[src/rtl/mm2im_tile_scheduler.sv]
// mm2im_tile_scheduler: walks the row/tile grid of one transpose-conv layer, sequencing MM2IM, snapshot handoff and the transpose FSM.
// Ports:
//   clk, rst_n                            clock, async active-low reset
//   layer_start, layer_id_in,
//   num_rows, num_tiles                   layer request, latched when accepted in IDLE
//   abort                                 synchronous return to IDLE, indices hold
//   map_start, row_id, tile_id, layer_id  MM2IM start pulse and tile coordinates
//   map_done                              MM2IM snapshot ready
//   snap_valid, snap_ready                snapshot handshake to the accumulation unit
//   tile_go, done_PE                      transpose FSM kick and its PE-done count
//   busy, layer_done, tiles_done, err     status
// Optional: define MM2IM_SCHED_WATCHDOG_EN for a sticky watchdog on the two wait states (err tied 0 otherwise).
module mm2im_tile_scheduler #(
    parameter int NUM_PE      = 16,
    parameter int TIMEOUT_CYC = 1024
) (
    input  logic        clk,
    input  logic        rst_n,
    input  logic        layer_start,
    input  logic [1:0]  layer_id_in,
    input  logic [8:0]  num_rows,
    input  logic [5:0]  num_tiles,
    input  logic        abort,
    output logic        map_start,
    output logic [8:0]  row_id,
    output logic [5:0]  tile_id,
    output logic [1:0]  layer_id,
    input  logic        map_done,
    output logic        snap_valid,
    input  logic        snap_ready,
    output logic        tile_go,
    input  logic [4:0]  done_PE,
    output logic        busy,
    output logic        layer_done,
    output logic [14:0] tiles_done,
    output logic        err
);
    typedef enum logic [2:0] {IDLE, ISSUE, WAIT_MAP, PRESENT, WAIT_PE, ADVANCE, DONE} state_t;
    state_t state, next;
    logic [8:0] rows_q;
    logic [5:0] tiles_q;
    logic last_col, last_tile, timeout;
    assign last_col  = tile_id == tiles_q - 6'd1;
    assign last_tile = last_col && (row_id == rows_q - 9'd1);
`ifdef MM2IM_SCHED_WATCHDOG_EN
    localparam int WW = $clog2(TIMEOUT_CYC + 1);
    logic [WW-1:0] wd_cnt;
    logic waiting;
    assign waiting = state == WAIT_MAP || state == WAIT_PE;
    assign timeout = waiting && wd_cnt == WW'(TIMEOUT_CYC - 1);
    always_ff @(posedge clk or negedge rst_n) begin
        if (!rst_n) begin
            wd_cnt <= '0;
            err    <= 1'b0;
        end else begin
            // restarts from zero on every entry into a wait state
            wd_cnt <= (waiting && next == state) ? wd_cnt + 1'b1 : '0;
            if (state == IDLE && layer_start)
                err <= 1'b0;
            else if (timeout && !abort)
                err <= 1'b1;
        end
    end
`else
    assign timeout = 1'b0;
    assign err     = 1'b0;
`endif
    always_comb begin
        next = state;
        case (state)
            IDLE:     if (layer_start) next = (num_rows == 9'd0 || num_tiles == 6'd0) ? DONE : ISSUE;
            ISSUE:    next = WAIT_MAP;
            WAIT_MAP: if (map_done) next = PRESENT;
            PRESENT:  if (snap_ready) next = WAIT_PE;
            WAIT_PE:  if (done_PE >= 5'(NUM_PE)) next = ADVANCE;
            ADVANCE:  next = last_tile ? DONE : ISSUE;
            DONE:     next = IDLE;
            default:  next = IDLE;
        endcase
        // abort outranks everything; the watchdog outranks normal progress
        if (state != IDLE && (abort || timeout)) next = IDLE;
    end
    always_ff @(posedge clk or negedge rst_n) begin
        if (!rst_n) begin
            state      <= IDLE;
            map_start  <= 1'b0;
            snap_valid <= 1'b0;
            tile_go    <= 1'b0;
            busy       <= 1'b0;
            layer_done <= 1'b0;
            row_id     <= '0;
            tile_id    <= '0;
            layer_id   <= '0;
            tiles_done <= '0;
            rows_q     <= '0;
            tiles_q    <= '0;
        end else begin
            state      <= next;
            // outputs are decoded from the next state so each one is a flop aligned with its state
            map_start  <= next == ISSUE;
            snap_valid <= next == PRESENT;
            tile_go    <= state == PRESENT && next == WAIT_PE;
            busy       <= next != IDLE;
            layer_done <= next == DONE;
            if (state == IDLE && layer_start) begin
                layer_id   <= layer_id_in;
                rows_q     <= num_rows;
                tiles_q    <= num_tiles;
                row_id     <= '0;
                tile_id    <= '0;
                tiles_done <= '0;
            end else if (state == ADVANCE && next != IDLE) begin
                tiles_done <= tiles_done + 15'd1;
                tile_id    <= last_col ? 6'd0 : tile_id + 6'd1;
                row_id     <= last_col ? row_id + 9'd1 : row_id;
            end
        end
    end
endmodule
[config.mk]
export PLATFORM = sky130hd
export DESIGN_NAME = mm2im_tile_scheduler
export DESIGN_NICKNAME = d
export VERILOG_FILES = /design/src/rtl/mm2im_tile_scheduler.sv
export SDC_FILE = /design/constraint.sdc
export NUM_CORES = 1
export LEC_CHECK = 0
export BUFFER_PORTS_ARGS = -buffer_cell sky130_fd_sc_hd__clkbuf_2
export CORE_UTILIZATION = 40
export DETAILED_ROUTE_END_ITERATION = 8
export SLEW_MARGIN = 10
export SYNTH_ARGS = -nofsm -noshare
export SYNTH_HDL_FRONTEND = slang
export SYNTH_SLANG_ARGS = --single-unit
[constraint.sdc]
create_clock -name clk -period 2.4 [get_ports clk]
set_input_delay 0.36 -clock clk [delete_from_list [all_inputs] [get_ports clk]]
set_output_delay 0.36 -clock clk [all_outputs]
set_load 0.01 [all_outputs]
==> results_dict.tcl <==
set metrics [dict create \
    worst_pin_slew_ps 651 \
    dr.pass1.iters 4 \
    drtIter0Drc 166 \
    final_area_um2 3720 \
    gp_congestion 0.888 \
    floorplan.initialDensity 0.417 \
    numCtsBuffers 5 \
    vdd_ir_drop_max_uv 411 \
    leakage_nw 1.74 \
    drive_above_1_share 0.276 \
    rr_startpoint "tiles_q[0]$_DFFE_PN0P_" \
    grt_usage 0.197 \
    synth_edf_count 0 \
    synth_cells 337 \
    async_flop_share 1.00 \
    critPathLaunch "tiles_q[0]$_DFFE_PN0P_" \
    ys_seq_elements 55 \
    syn-mean-instance-area_um2 9.01 \
    clock_latency_ps 310 \
    endpoint_kind "flop" \
    pin_count 66 \
    core_area_um2 7290 \
    cts_tree "done" \
    maxSlewHeadroom 0.566 \
    hold_buffers 0 \
    grt_pass1_wl_um 12000 \
    drt-vias-per-instance 5.19 \
    skew_ps 7.32 \
    syn_to_final_growth_pct 22.5 \
    startpoint_type "flop" \
    clk_pin_slew_ps 100 \
    diodes 0 \
    worstPathArrival_ps 2710 \
    dieArea_um2 7950 \
    preCtsSetupSlack_ps -2.61 \
    status "complete, but fails checks" \
    synth_nets 370 \
    clock.fmax_mhz 404 \
    htree_num_levels 2 \
    cap_violations 0 \
    cp_max_fo 5 \
    p_per_area_nw_per_um2 886 \
    totalPowerFinal_mw 3.30 \
    die_x_um 89.2 \
    antenna_left 0 \
    drc 0 \
    synth_area_leaders "dfrtp_1 (45%), nand2_1 (7.7%), xnor2_1 (6.3%), xor2_1 (3.7%), nand3_1 (3.3%)" \
    slew_violations 0 \
    fin_crit_ps 2470 \
    vias 2656 \
    syn_area_um2 3040 \
    worst_slack_ps -73.9 \
    netlist.area_leader.share 0.453 \
    hold_viol 0 \
    portBuffers 60 \
    cp_data_required_time_ps 2640 \
    overflow 0 \
    ys_warn_count 0 \
    placed_area_um2 3580 \
    grt_pass1_vias 2503 \
    dp.final_hpwl_um 5230 \
    final_core_util 0.510 \
    antenna_found_initial 0 \
    nets 446 \
    period_share 1.03 \
    ys.flop_type "dfrtp_1" \
    grt_max_degree 44 \
    synth.largest_area_cell "dfrtp_1" \
    rows 31 \
    wirelength_um 7270 \
    ys_types 54 \
    critPathKind "reg -> reg" \
    failed_checks "setup timing" \
    cts.sinks 55 \
    setup_viol 4 \
    clock-root-buffer "clkbuf_8" \
    ys_seq_area_frac 0.453 \
    die_y_um 89.2 \
    min_path_type "in -> async" \
    clockBufferDepth 2 \
    wl_per_cell_um 14.2 \
    rsz0062_at_grt "yes" \
]
cell families (layout without fill, tap and decap cells):
group / after synthesis / in the layout / synth area share
other cells: 1 / 1 / 0.00123
buf+inv: 28 / 104 / 0.0416
fa+ha+maj: 5 / 5 / 0.0206
flops: 55 / 55 / 0.453
xor+xnor: 35 / 35 / 0.101
compound gates: 51 / 51 / 0.108
mux: 1 / 1 / 0.00330
simple gates: 161 / 161 / 0.271
power breakdown:
group | total, mW | internal (mW) | switching (mW) | leakage, nW
Clock | 0.525 | 0.228 | 0.298 | 0.0470
Combinational | 1.46 | 0.667 | 0.791 | 0.958
Sequential | 1.31 | 1.12 | 0.195 | 0.734
Total | 3.30 | 2.01 | 1.28 | 1.74
area by class of cell:
type                       instances  area, um^2
multi-input combinational        254        1580
clock inverter                     1        5.00
inverter                          10        37.5
clock buffer                       6        82.6
sequential                        55        1380
timing repair buffer              87         519
tap                               99         124
fill                             725        3570
layout by cell type (no fill, tap or decap), types with 2 or more instances in the layout:
| cell | n |
|---|---|
| clkbuf_8 | 6 |
| nor4_1 | 4 |
| nor2b_1 | 3 |
| nor2_1 | 23 |
| a21oi_1 | 6 |
| clkbuf_2 | 60 |
| dfrtp_1 | 55 |
| nor3b_1 | 3 |
| and3_1 | 2 |
| and2_1 | 4 |
| xor2_1 | 13 |
| o211ai_1 | 2 |
| nand4_1 | 6 |
| nor3_1 | 8 |
| o31ai_1 | 5 |
| a31oi_1 | 4 |
| nand3_1 | 19 |
| nand2b_1 | 3 |
| ha_1 | 4 |
| or4_2 | 2 |
| o22ai_1 | 4 |
| nand2_1 | 62 |
| o21ai_0 | 17 |
| buf_4 | 25 |
| xnor2_1 | 22 |
| or3_1 | 3 |
| or3_4 | 2 |
| inv_1 | 10 |
| or4_1 | 2 |
| or4_4 | 2 |
cell usage after synthesis (4+ instances only):
cell,number
nand2_1,62
dfrtp_1,55
nor2_1,23
xnor2_1,22
nand3_1,20
o21ai_0,17
clkbuf_1,13
xor2_1,13
inv_1,10
nor3_1,9
a21oi_1,7
nand4_1,6
ha_1,5
o31ai_1,5
a31oi_1,4
and2_1,4
nor4_1,4
o22ai_1,4
stage by stage:
step / TNS [ps] / hold WS, ps / std cells
after floorplan: 0 / 64.4 / 337
after global placement: 0 / 418 / 503
after detailed placement: -2.61 / 419 / 503
after CTS: -15.7 / 82.1 / 510
after global routing: -540 / 107 / 512
final: -186 / 62.1 / 512
per-layer routing:
metal	GRT usage	vias up	part of all wire
li1	-	1313	-
met1	0.287	1281	0.50
met2	0.307	60	0.46
met3	0.0222	2	0.041
met4	0.0620	0	0.0011
met5	0	-	0
critical path: stages, from the launching register on:
cell      delay, ps
dfrtp_1         380
inv_1            60
ha_1            300
xnor2_1         120
a211oi_1        220
nand3_1         160
or4_4           580
buf_6           140
or3_1           300
a21oi_1         130
registers in the layout, summed over array words and instances, names as in the netlist, 2 cells and up:
name,count
layer_id,2
row_id,9
rows_q,9
state,3
tile_id,6
tiles_done,15
tiles_q,6
final timing paths:
check                      slack, ps                       to  cells past startpoint
min reg2reg                      490  layer_id[0]$_DFFE_PN0P_                      2
min                               60  layer_id[0]$_DFFE_PN0P_                      1
min in group clk                 250  layer_id[0]$_DFFE_PN0P_                      3
max reg2reg                      -70    row_id[7]$_DFFE_PN0P_                      9
max in group asynchronous       1610   tiles_q[4]$_DFFE_PN0P_                      2
max                              -70    row_id[7]$_DFFE_PN0P_                      9
what timing repair did:
item                                    CTS  global route
pin swaps                                 1             8
endpoints found under the setup margin    1            11
setup buffers                             0             2
resized for setup                         0            11
Power figures use the tool's default switching activity.
